==> config.mk <==
export PLATFORM = sky130hd
export DESIGN_NAME = sm_to_twos_serial_flat
export DESIGN_NICKNAME = d
export VERILOG_FILES = /design/src/rtl/sm_to_twos_serial_if.sv /design/src/rtl/sm_to_twos_serial.sv /design/src/flat_wrapper.sv
export SDC_FILE = /design/constraint.sdc
export NUM_CORES = 1
export LEC_CHECK = 0
export BUFFER_PORTS_ARGS = -buffer_cell sky130_fd_sc_hd__buf_2
export CORE_UTILIZATION = 53
export DETAILED_ROUTE_END_ITERATION = 10
export HOLD_SLACK_MARGIN = 0.03
export PLACE_DENSITY = 0.74
export SYNTH_ARGS = -nofsm -noshare
export SYNTH_HDL_FRONTEND = slang
export SYNTH_SLANG_ARGS = --single-unit
export TNS_END_PERCENT = 10
==> constraint.sdc <==
create_clock -name clk -period 1.7 [get_ports clk]
set_input_delay 0.17 -clock clk [delete_from_list [all_inputs] [get_ports clk]]
set_output_delay 0.17 -clock clk [all_outputs]
set_load 0.01 [all_outputs]
==> src/rtl/sm_to_twos_serial_if.sv <==
// rtl/sm_to_twos_serial_if.sv - operand/result handshake bundle for the serial sign-magnitude to two's-complement converter
interface sm_to_twos_serial_if;
    logic       in_valid;
    logic       in_ready;
    logic       in_sign;
    logic [3:0] in_mag;
    logic       out_valid;
    logic       out_ready;
    logic [4:0] out_data;
    logic       out_negzero;

    // Producer/consumer side
    modport master (
        output in_valid,
        output in_sign,
        output in_mag,
        output out_ready,
        input  in_ready,
        input  out_valid,
        input  out_data,
        input  out_negzero
    );

    // Converter side
    modport slave (
        input  in_valid,
        input  in_sign,
        input  in_mag,
        input  out_ready,
        output in_ready,
        output out_valid,
        output out_data,
        output out_negzero
    );
endinterface

==> src/rtl/sm_to_twos_serial.sv <==
// rtl/sm_to_twos_serial.sv - bit-serial sign-magnitude to 5-bit two's-complement converter
module sm_to_twos_serial (
    input  logic                  clk,
    input  logic                  rst,
    sm_to_twos_serial_if.slave    bus,
    output logic                  busy
);

    typedef enum logic [1:0] {
        IDLE  = 2'd0,
        SHIFT = 2'd1,
        DONE  = 2'd2
    } state_t;

    state_t     state;
    state_t     state_nxt;

    logic [4:0] shreg;
    logic [4:0] result;
    logic [2:0] cnt;
    logic       sign_q;
    logic       found_one;
    logic       negzero_q;
    logic [4:0] out_data_q;
    logic       out_negzero_q;
    logic       obit;
    logic       in_ready_c;
    logic       out_valid_c;
    logic       busy_c;

    // Negating serially: copy bits up to and including the first 1, invert the rest.
    assign obit = (sign_q & found_one) ? ~shreg[0] : shreg[0];

    // State register; reset wins over any handshake in the same cycle.
    always_ff @(posedge clk) begin
        if (rst) begin
            state <= IDLE;
        end else begin
            state <= state_nxt;
        end
    end

    // Next-state and handshake outputs.
    always_comb begin
        state_nxt   = state;
        in_ready_c  = 1'b0;
        out_valid_c = 1'b0;
        busy_c      = 1'b1;
        case (state)
            IDLE: begin
                in_ready_c = 1'b1;
                busy_c     = 1'b0;
                if (bus.in_valid) begin
                    state_nxt = SHIFT;
                end
            end
            SHIFT: begin
                if (cnt == 3'd4) begin
                    state_nxt = DONE;
                end
            end
            DONE: begin
                out_valid_c = 1'b1;
                if (bus.out_ready) begin
                    state_nxt = IDLE;
                end
            end
            default: begin
                state_nxt = IDLE;
                busy_c    = 1'b0;
            end
        endcase
    end

    // Operand capture, one bit per SHIFT cycle, and result publication on entry to DONE.
    always_ff @(posedge clk) begin
        if (rst) begin
            shreg         <= 5'd0;
            result        <= 5'd0;
            cnt           <= 3'd0;
            sign_q        <= 1'b0;
            found_one     <= 1'b0;
            negzero_q     <= 1'b0;
            out_data_q    <= 5'd0;
            out_negzero_q <= 1'b0;
        end else begin
            case (state)
                IDLE: begin
                    if (bus.in_valid) begin
                        shreg     <= {1'b0, bus.in_mag};
                        sign_q    <= bus.in_sign;
                        cnt       <= 3'd0;
                        found_one <= 1'b0;
                        negzero_q <= bus.in_sign & (bus.in_mag == 4'd0);
                    end
                end
                SHIFT: begin
                    shreg     <= {1'b0, shreg[4:1]};
                    result    <= {obit, result[4:1]};
                    found_one <= found_one | shreg[0];
                    if (cnt == 3'd4) begin
                        // Counter parks at 4; the visible result only changes here.
                        out_data_q    <= {obit, result[4:1]};
                        out_negzero_q <= negzero_q;
                    end else begin
                        cnt <= cnt + 3'd1;
                    end
                end
                default: begin
                end
            endcase
        end
    end

    assign bus.in_ready    = in_ready_c;
    assign bus.out_valid   = out_valid_c;
    assign bus.out_data    = out_data_q;
    assign bus.out_negzero = out_negzero_q;
    assign busy            = busy_c;

endmodule

==> src/flat_wrapper.sv <==
// flat-port wrapper written by rule: the top's interface ports become plain ports
module sm_to_twos_serial_flat 
  (clk, rst, busy, bus_in_valid, bus_in_sign, bus_in_mag, bus_out_ready, bus_in_ready, bus_out_valid, bus_out_data, bus_out_negzero);
  sm_to_twos_serial_if bus_i ();
  input  logic clk;
  input  logic rst;
  output logic busy;
  input wire logic [$bits(bus_i.in_valid)-1:0] bus_in_valid;
  input wire logic [$bits(bus_i.in_sign)-1:0] bus_in_sign;
  input wire logic [$bits(bus_i.in_mag)-1:0] bus_in_mag;
  input wire logic [$bits(bus_i.out_ready)-1:0] bus_out_ready;
  output wire logic [$bits(bus_i.in_ready)-1:0] bus_in_ready;
  output wire logic [$bits(bus_i.out_valid)-1:0] bus_out_valid;
  output wire logic [$bits(bus_i.out_data)-1:0] bus_out_data;
  output wire logic [$bits(bus_i.out_negzero)-1:0] bus_out_negzero;
  assign bus_i.in_valid = bus_in_valid;
  assign bus_i.in_sign = bus_in_sign;
  assign bus_i.in_mag = bus_in_mag;
  assign bus_i.out_ready = bus_out_ready;
  assign bus_in_ready = bus_i.in_ready;
  assign bus_out_valid = bus_i.out_valid;
  assign bus_out_data = bus_i.out_data;
  assign bus_out_negzero = bus_i.out_negzero;
  sm_to_twos_serial u_core (.clk(clk), .rst(rst), .bus(bus_i), .busy(busy));
endmodule
==> results.md, run 1 <==
* # H-tree levels at 1
* Max Clk Rate at 637 MHz
* Seq/Total Area, Yosys at 42.5%
* Status: complete, no violations
* Tmin final at 1.57 ns
* Fin crit share at 92.3%
* Post-synthesis cell count at 113
* Layout cell share with drive strength beyond 1 at 21.4%
* Worst Setup Start Kind: flop
* Synth cell types at 27
* Grt ovf at 0
* #FFs+latches synth at 22
* Main synth FF type: dfxtp_1
* Largest fanout on the critical path at 9
* Die height at 46.2 um
* Initial antenna violation count at 0
* Vias/cell at 5.12
* I/O pin total at 18
* Clock buffer depth at 2
* Asr flop ratio synth at 0%
* Clock root cell: clkbuf_4
* Drt drc at 0
* Initial core utilization at 58.2%
* CTS tree: done
* Final WL at 1800 um
* Worst-Margin Slew at 0.316 ns
* Non-filler cells, final at 156
* Syn nets at 129
* Worst hold path class: input pin to flop
* Post-CTS setup buffers at 0
* Leak Pwr at 0.495 nW
* Slew HR at 78.9%
* Die area at 2140 sq um
* Dpl cells at 152
* Slew Viols, Final at 0
* Vias in the first global route at 621
* Post-CTS Resized at 0
* Max-Cap Viols at 0
* Number of fill cells at 159
* Worst setup path class: flop to flop
* Core box area at 1780 sq um
* Routed vias at 798
* Clk_lat worst skew at 0.31 ns
* Inserted Diodes at 0
* Ys Warns at 0
* Rows at 15
* Power density over the cells at 1340 nW/um^2
* Dpl hpwl at 1340 um
* GRT Overall Usage at 18.6%
* Endpoints failing hold at 0
* DR WL/cell at 11.5 um
* Largest net degree at the start of global routing at 16
* Reg clk slew, reported paths at 0.13 ns
* Worst Skew at 0.00599 ns
* VDD IR max at 1080 uV
* Number of flops mapped to enable cells by yosys at 0
* Mapped Area at 1040 sq um
* I/O Buffers at 17
* Drt first pass iters at 3
* Final core occ at 66.6%
* Die X at 46.2 um
* DRT antenna net count at 0
* Sink Count at 22
* Mean Syn Cell Area at 9.18 sq um
* Req. time, crit path at 1.94 ns
* Fin nets at 148
* Gp weighted congestion at 0.775
* Crit path DAT at 1.81 ns
* Area Growth Syn to Fin at 14.5%
* RSZ-0062 raised after global routing: no
* Global-route wire length before repair at 2770 um
* Worst setup EP type: flop
* Post-CTS Hold Buffers at 0
* Final setup viols at 0
* Fin Setup TNS at 0 ns
* 1st-iter DRT viols at 11
* Cts bufs inserted at 3
worst paths after layout:
| path | startpoint | slack (ns) | cells after the start | to |
|---|---|---|---|---|
| worst max-delay path | u_core.state[0] | 0.13 | 5 | u_core.state[1] |
| worst min-delay path | bus_in_sign | 0.11 | 3 | u_core.sign_q |
| worst max register to register | u_core.state[0] | 0.13 | 5 | u_core.state[1] |
| worst min register to register | u_core.bus.out_data[3] | 0.46 | 2 | u_core.bus.out_data[3] |
registers in the layout (all words and copies together) (netlist names):
register                count
u_core.result               4
u_core.shreg                4
u_core.state                2
u_core.negzero_q            1
u_core.bus.out_data         5
u_core.found_one            1
u_core.cnt                  3
u_core.sign_q               1
u_core.bus.out_negzero      1
metrics by stage:
step,setup WS [ns],cell area (sq um),hold WS [ns],total power [W]
after CTS,0.138,1190,0.109,0.00160
after floorplan,0.213,1040,0.317,0.00111
final,0.131,1190,0.108,0.00160
after detailed placement,0.150,1130,0.446,0.00120
after global placement,0.238,1130,0.441,0.00118
after global routing,0.0291,1190,0.107,0.00168
per-layer routing:
layer,part of all wire [%],track usage (%),up-vias
met5,0,0,-
met4,0.84,8.82,0
met3,2.2,3.53,2
met2,42,27.0,12
met1,55,26.2,360
li1,-,-,424
where the power goes:
part           internal (W)  switching (W)
Sequential         0.000593      0.0000544
Combinational      0.000245       0.000301
Clock              0.000238       0.000163
Total               0.00108       0.000519
cells in the mapped netlist (2+ instances only):
cell      number  area share, %
buf_4          2            1.4
mux2i_1        8            7.7
a211oi_1       6            4.3
nor2_1         8            2.9
nand3_1        3            1.4
inv_1          5            1.8
buf_2          3            1.4
a21oi_1       11            5.3
ha_1           7            8.4
nand2b_1       6            3.6
dfxtp_1       22             42
nand2_1       17            6.2
cell usage in the layout, fill, tap and decap left out, types with 3 or more instances in the layout:
| cell | n |
|---|---|
| a211oi_1 | 6 |
| a21oi_1 | 11 |
| buf_2 | 17 |
| buf_4 | 3 |
| clkbuf_4 | 3 |
| dfxtp_1 | 22 |
| ha_1 | 7 |
| inv_1 | 5 |
| mux2i_1 | 8 |
| nand2_1 | 17 |
| nand2b_1 | 6 |
| nand3_1 | 3 |
| nor2_1 | 8 |
cell families after synthesis:
family / share of synthesized area [%]
xor+xnor: 0.845
mux: 10.3
flops: 42.5
fa+ha+maj: 8.44
simple gates: 18.7
buf+inv: 5.79
compound gates: 13.5
final cells by class:
| type | count | area (sq um) | share of cell area, % |
|---|---|---|---|
| clock buffer | 3 | 22.5 | 1.90 |
| clock inverter | 1 | 30.0 | 2.53 |
| inverter | 5 | 18.8 | 1.58 |
| multi-input combinational | 80 | 537 | 45.2 |
| sequential | 22 | 440 | 37.1 |
| tap | 25 | 31.3 | 2.63 |
| timing repair buffer | 20 | 108 | 9.06 |
critical path, stage by stage, from the launching register on:
cell and delay (ns):
dfxtp_1 0.40, inv_1 0.10, ha_1 0.32, nor2b_1 0.20
a221oi_2 0.28, mux2i_1 0.22
No activity file was read; power rests on OpenSTA's default activity.
==> run 2: changes to the inputs <==
--- a/config.mk
+++ b/config.mk
@@ -5,6 +5,7 @@
 export SDC_FILE = /design/constraint.sdc
 export NUM_CORES = 1
 export LEC_CHECK = 0
+export ABC_AREA = 1
 export BUFFER_PORTS_ARGS = -buffer_cell sky130_fd_sc_hd__buf_2
 export CORE_UTILIZATION = 53
 export DETAILED_ROUTE_END_ITERATION = 10
==> constraint.sdc (replaced) <==
create_clock -name clk -period 1.7 [get_ports clk]
set_input_delay 0.17 -clock clk [delete_from_list [all_inputs] [get_ports clk]]
set_output_delay 0.17 -clock clk [all_outputs]
set_load 0.05 [all_outputs]
==> results.md, run 2 <==
* Routed vias at 911 (was 798)
* Req. time, crit path at 1.53 ns (was 1.94 ns)
* # H-tree levels at 1 (unchanged)
* Status: complete, no violations (unchanged)
* CP cell instances: inv_1 -> ha_1 -> buf_2 (was inv_1 -> ha_1 -> nor2b_1 -> a221oi_2 -> mux2i_1)
* Fin crit share at 87.4% (was 92.3%)
* Die height at 46.5 um (was 46.2 um)
* Commonest non-fill, non-tap cell in the layout: nand2_1 (was dfxtp_1)
* Synth Area in Adders at 8.33% (was 8.44%)
* Asr flop ratio synth at 0% (unchanged)
* Worst setup EP type: output port (was flop)
* Max-Cap Viols at 0 (unchanged)
* Number of flops mapped to enable cells by yosys at 0 (unchanged)
* Worst Skew at 0.00279 ns (was 0.00599 ns)
* Compound-Gate Fraction of Synth Area at 10.5% (was 13.5%)
* Drt drc at 0 (unchanged)
* Fin nets at 180 (was 148)
* I/O pin total at 18 (unchanged)
* Slew Viols, Final at 0 (unchanged)
* I/O Buffers at 17 (unchanged)
* Rows at 15 (unchanged)
* Worst Setup Start Kind: flop (unchanged)
* Synth cell types at 21 (was 27)
* Mapped Area at 1050 sq um (was 1040 sq um)
* CTS tree: done (unchanged)
* Ys Warns at 0 (unchanged)
* Slew HR at 77.2% (was 78.9%)
* Clock root cell: clkbuf_4 (unchanged)
* Crit path DAT at 1.32 ns (was 1.81 ns)
* DR WL/cell at 10.1 um (was 11.5 um)
* CP peak stage delay at 0.38 ns (was 0.40 ns)
* Worst-Margin Slew at 0.342 ns (was 0.316 ns)
* Yosys top cell area share at 41.9% (was 42.5%)
* Core box area at 1780 sq um (unchanged)
* GRT Overall Usage at 20.6% (was 18.6%)
* Grt ovf at 0 (unchanged)
* Largest net degree at the start of global routing at 15 (was 16)
* Hold_sp: bus_in_sign (unchanged)
* Worst hold path class: input pin to flop (unchanged)
* Reg clk slew, reported paths at 0.13 ns (about the same)
* Dpl hpwl at 1450 um (was 1340 um)
* Mean Syn Cell Area at 7.35 sq um (was 9.18 sq um)
* Post-CTS setup buffers at 0 (unchanged)
* Vias/cell at 4.85 (was 5.12)
* Top-count cell post-synth: nand2_1 (was dfxtp_1)
* Crit. Startpoint: u_core.state[0] (unchanged)
* Fin Setup TNS at 0 ns (unchanged)
* Endpoints failing hold at 0 (unchanged)
* Multiplexer area fraction after synthesis at 0% (was 10.3%)
* Power density over the cells at 1640 nW/um^2 (was 1340 nW/um^2)
* VDD IR max at 1340 uV (was 1080 uV)
* Sink Count at 22 (unchanged)
* Number of fill cells at 156 (was 159)
* Largest fanout on the critical path at 4 (was 9)
* Worst r2r src: u_core.state[1] (was u_core.state[0])
* Area Growth Syn to Fin at 15.4% (was 14.5%)
* Top post-synthesis cells by count: 45 x nand2_1, 22 x dfxtp_1, 18 x nor2_1, 16 x inv_1, 11 x a21oi_1 (was 22 x dfxtp_1, 17 x nand2_1, 11 x a21oi_1, 8 x mux2i_1, 8 x nor2_1)
* Post-CTS Hold Buffers at 0 (unchanged)
* Final setup viols at 0 (unchanged)
* Inserted Diodes at 0 (unchanged)
* Design Area, Final at 1210 sq um (was 1190 sq um)
* Post-CTS Resized at 0 (unchanged)
* DR top layer: met4 (unchanged)
* Gp weighted congestion at 0.767 (was 0.775)
* CP max stage cell: dfxtp_1 (unchanged)
* Seq/Total Area, Yosys at 41.9% (was 42.5%)
* Cts bufs inserted at 3 (unchanged)
* RSZ-0062 raised after global routing: no (unchanged)
* Number of flip-flops in the largest register at 5 (unchanged)
* Die X at 46.5 um (was 46.2 um)
* Die area at 2170 sq um (was 2140 sq um)
* Clk_lat worst skew at 0.31 ns (about the same)
* Hold slack at 0.111 ns (was 0.108 ns)
* Met2 Wirelength at 935 um (was 758 um)
* Metal1 wirelength at 909 um (was 980 um)
* Simple-Gate Fraction of Synth Area at 30.5% (was 18.7%)
* Global-route wire length before repair at 3150 um (was 2770 um)
* Most frequent cells in the layout: 45 x nand2_1, 22 x dfxtp_1, 18 x nor2_1, 17 x buf_2, 16 x inv_1 (was 22 x dfxtp_1, 17 x nand2_1, 17 x buf_2, 11 x a21oi_1)
* Largest family of logic cells by synthesized area: simple AND/OR/NAND/NOR gates (unchanged)
* #FFs+latches synth at 22 (unchanged)
* Initial core utilization at 58.9% (was 58.2%)
* Drt first pass iters at 4 (was 3)
* Vias in the first global route at 767 (was 621)
* Top delay family on crit path: flip-flops (unchanged)
* Main synth FF type: dfxtp_1 (unchanged)
* Initial antenna violation count at 0 (unchanged)
* Clock buffer depth at 2 (unchanged)
* Xor and xnor area share after synthesis at 0.833% (was 0.844%)
* Post-synthesis cell count at 143 (was 113)
* Max Clk Rate at 673 MHz (was 637 MHz)
* Buf/Inv on CP at 2 (was 1)
* Ranking of synthesized cells by area: dfxtp_1 42%, nand2_1 16%, ha_1 8.3% (was dfxtp_1 42%, ha_1 8.4%, mux2i_1 7.7%)
* Tmin final at 1.49 ns (was 1.57 ns)
* Leak Pwr at 0.565 nW (was 0.495 nW)
* 1st-iter DRT viols at 22 (was 11)
* Area leader, netlist: dfxtp_1 (unchanged)
* Final WL at 1900 um (was 1800 um)
* Worst setup path class: flop to output port (was flop to flop)
* Placed cell area at 1160 sq um (was 1130 sq um)
* Syn nets at 159 (was 129)
* Layout cell share with drive strength beyond 1 at 18.4% (was 21.4%)
* DRT antenna net count at 0 (unchanged)
* DR WL met3 at 42 um (was 40 um)
==> run 2: power breakdown <==
| group | total, W | leakage (nW) | internal [W] | switching, W |
|---|---|---|---|---|
| clock network | 0.000403 | 0.0279 | 0.000238 | 0.000165 |
| logic | 0.000907 | 0.358 | 0.000260 | 0.000646 |
| registers | 0.000674 | 0.179 | 0.000616 | 0.0000580 |
| total | 0.00198 | 0.565 | 0.00111 | 0.000869 |
==> run 2: worst paths after layout <==
kind	to	cells after the start	slack (ns)
hold / removal	u_core.sign_q	3	0.11
setup reg to reg	u_core.shreg[0]	7	0.22
hold reg to reg	u_core.bus.out_data[3]	2	0.47
setup / recovery	busy	3	0.21
==> run 2: stage by stage <==
stage / instances / total power, W / worst slack, ns / utilization [%]
2_1_floorplan: 143 / 0.00144 / 0.0543 / -
3_3_place_gp: 184 / 0.00156 / 0.313 / 65.1
3_5_place_dp: 184 / 0.00159 / 0.247 / 65.1
4_1_cts: 188 / 0.00200 / 0.207 / 68.0
5_1_grt: 188 / 0.00214 / 0.0720 / 68.0
6_report: 188 / 0.00198 / 0.215 / 68.0
==> run 2: kinds of logic (layout without fill, tap and decap cells) <==
group | count (synthesis) | in the layout
fa+ha+maj | 7 | 7
compound gates | 20 | 20
flops | 22 | 22
simple gates | 74 | 74
buf+inv | 19 | 39
xor+xnor | 1 | 1
==> run 2: per-layer routing <==
metal / vias to the layer above / global-route usage (%)
met1: 410 / 25.1
met4: 0 / 8.82
met3: 2 / 3.53
li1: 487 / -
met5: - / 0
met2: 12 / 35.0
==> run 2: worst register-to-register path, stage by stage, from the launching register on <==
cell and delay [ns]:
dfxtp_1 0.34, inv_1 0.13, ha_1 0.38, nand2_1 0.15, nand2_4 0.13, inv_1 0.10, nor2_1 0.10, nor2_1 0.05
==> run 2: area by class of cell <==
| type | count | area, sq um | area share, % |
|---|---|---|---|
| sequential | 22 | 440 | 36.3 |
| multi-input combinational | 102 | 527 | 43.4 |
| clock buffer | 3 | 22.5 | 1.86 |
| inverter | 17 | 68.8 | 5.68 |
| tap | 25 | 31.3 | 2.58 |
| clock inverter | 1 | 30.0 | 2.48 |
| timing repair buffer | 18 | 92.6 | 7.64 |
==> run 3: changes to the inputs <==
--- a/config.mk
+++ b/config.mk
@@ -11,6 +11,7 @@
 export DETAILED_ROUTE_END_ITERATION = 10
 export HOLD_SLACK_MARGIN = 0.03
 export PLACE_DENSITY = 0.74
+export RECOVER_POWER = 50
 export SYNTH_ARGS = -nofsm -noshare
 export SYNTH_HDL_FRONTEND = slang
 export SYNTH_SLANG_ARGS = --single-unit
==> constraint.sdc (replaced) <==
create_clock -name clk -period 1.5 [get_ports clk]
set_input_delay 0.15 -clock clk [delete_from_list [all_inputs] [get_ports clk]]
set_output_delay 0.15 -clock clk [all_outputs]
set_load 0.05 [all_outputs]
==> results.md, run 3 (synthesized netlist as in run 2, its figures left out) <==
* Tmin final at 1.42 ns
* Fin crit share at 94.9%
* Largest fanout on the critical path at 4 (unchanged)
* Worst hold path class: input pin to flop (unchanged)
* Worst Slack Setup Final at 0.0760 ns (was 0.215 ns)
* Reg area at 442 sq um (was 440 sq um)
* Commonest non-fill, non-tap cell in the layout: nand2_1 (unchanged)
* Max Clk Rate at 702 MHz
* Drt drc at 0 (unchanged)
* Die area at 2170 sq um (unchanged)
* Pre-CTS WS at 0.0931 ns (was 0.247 ns)
* Cts bufs inserted at 3 (unchanged)
* Initial core utilization at 58.9% (unchanged)
* Die height at 46.5 um (unchanged)
* Number of fill cells at 162 (was 156)
* Total power at 0.00237 W (was 0.00198 W)
* # H-tree levels at 1 (unchanged)
* Endpoints failing hold at 0 (unchanged)
* Inserted Diodes at 0 (unchanged)
* Worst-Margin Slew at 0.597 ns (was 0.342 ns)
* Final setup viols at 0 (unchanged)
* Post-CTS setup buffers at 0 (unchanged)
* Grt ovf at 0 (unchanged)
* Design Area, Final at 1230 sq um (was 1210 sq um)
* Number of flip-flops in the largest register at 5 (unchanged)
* Die X at 46.5 um (unchanged)
* Crit path DAT at 1.27 ns (was 1.32 ns)
* Fin Setup TNS at 0 ns (unchanged)
* Post-CTS Hold Buffers at 0 (unchanged)
* Placed cell area at 1170 sq um (was 1160 sq um)
* Vias in the first global route at 793 (was 767)
* Status: complete, no violations (unchanged)
* Clock buffer depth at 2 (unchanged)
* Fin nets at 181 (was 180)
* Gp weighted congestion at 0.760 (was 0.767)
* Reg clk slew, reported paths at 0.13 ns (about the same)
* CP max stage cell: dfxtp_2 (was dfxtp_1)
* Sink Count at 22 (unchanged)
* Clock root cell: clkbuf_4 (unchanged)
* Largest net degree at the start of global routing at 15 (unchanged)
* DRT antenna net count at 0 (unchanged)
* Area of the multi-input gates at 534 sq um (was 527 sq um)
* Slew HR at 60.4% (was 77.2%)
* Vias/cell at 4.80 (was 4.85)
* CP peak stage delay at 0.35 ns (was 0.38 ns)
* Initial antenna violation count at 0 (unchanged)
* Max-Cap Viols at 0 (unchanged)
* Clk_lat worst skew at 0.31 ns (about the same)
* GRT Overall Usage at 22.1% (was 20.6%)
* Layout cell share with drive strength beyond 1 at 17.7% (was 18.4%)
* CP cell instances: inv_1 -> ha_2 -> clkbuf_4 (was inv_1 -> ha_1 -> buf_2)
* Power density over the cells at 1920 nW/um^2 (was 1640 nW/um^2)
* Req. time, crit path at 1.35 ns (was 1.53 ns)
* I/O Buffers at 17 (unchanged)
* Slew Viols, Final at 0 (unchanged)
* Routed vias at 908 (was 911)
* I/O pin total at 18 (unchanged)
* Leak Pwr at 0.544 nW (was 0.565 nW)
* Drt first pass iters at 4 (unchanged)
* CTS tree: done (unchanged)
* Final core occ at 69.0% (was 68.0%)
* Core box area at 1780 sq um (unchanged)
* Worst setup path class: flop to output port (unchanged)
* VDD IR max at 1490 uV (was 1340 uV)
* Global-route wire length before repair at 3300 um (was 3150 um)
* 1st-iter DRT viols at 17 (was 22)
* Worst setup EP type: output port (unchanged)
* Area Growth Syn to Fin at 17.0% (was 15.4%)
* Worst Setup Start Kind: flop (unchanged)
* Final WL at 2100 um (was 1900 um)
* Most frequent cells in the layout: 44 x nand2_1, 21 x dfxtp_1, 18 x nor2_1, 16 x inv_1, 11 x a21oi_1 (was 45 x nand2_1, 22 x dfxtp_1, 18 x nor2_1, 17 x buf_2, 16 x inv_1)
* Dpl hpwl at 1580 um (was 1450 um)
* Worst Skew at 0.00975 ns (was 0.00279 ns)
* DR WL/cell at 11.1 um (was 10.1 um)
* Rows at 15 (unchanged)
[run 3: repair_timing]
action	4_1_cts	5_1_grt
hold endpoints to repair	0	0
endpoints found under the setup margin	1	8
gates resized for setup	1	5
[run 3: cell type report]
class,instances,area share (%)
repair buffers,19,8.24
well taps,25,2.54
clock inverters,1,2.44
multi-input cells,102,43.4
flip-flops and latches,22,35.9
inverters,17,5.60
clock buffers,3,1.83
[run 3: where the power goes]
part	total, W	switching [W]	internal (W)
logic	0.00115	0.000770	0.000376
clock network	0.000457	0.000187	0.000270
registers	0.000764	0.0000627	0.000701
[run 3: final timing paths]
| kind | from | end | slack, ns | depth (start not counted) |
|---|---|---|---|---|
| min reg2reg | u_core.bus.out_data[3] | u_core.bus.out_data[3] | 0.47 | 2 |
| max | u_core.state[0] | bus_in_ready | 0.08 | 3 |
| max reg2reg | u_core.state[1] | u_core.shreg[0] | 0.11 | 7 |
| min | bus_in_sign | u_core.sign_q | 0.08 | 3 |
[run 3: routing by layer]
metal  part of all wire, %  up-vias  wire, um  track usage, %
li1                      -      487         -               -
met1                    46      404       966            26.5
met2                    50       13      1050            36.9
met3                   2.4        4        51            4.71
met4                   1.6        0        34            10.6
met5                     0        -         0               0
[run 3: stage by stage]
step,cells,hold WS (ns)
detailed placement,185,0.428
CTS,189,0.0818
floorplan,143,0.212
finish,189,0.0824
global placement,185,0.418
global route,189,0.100
[run 3: worst max-delay path, delay by kind of cell (launching register included)]
kind,cells,cell delay (ns)
adder cells (fa/ha/maj),1,0.24
buffers and inverters,2,0.38
flip-flops,1,0.35
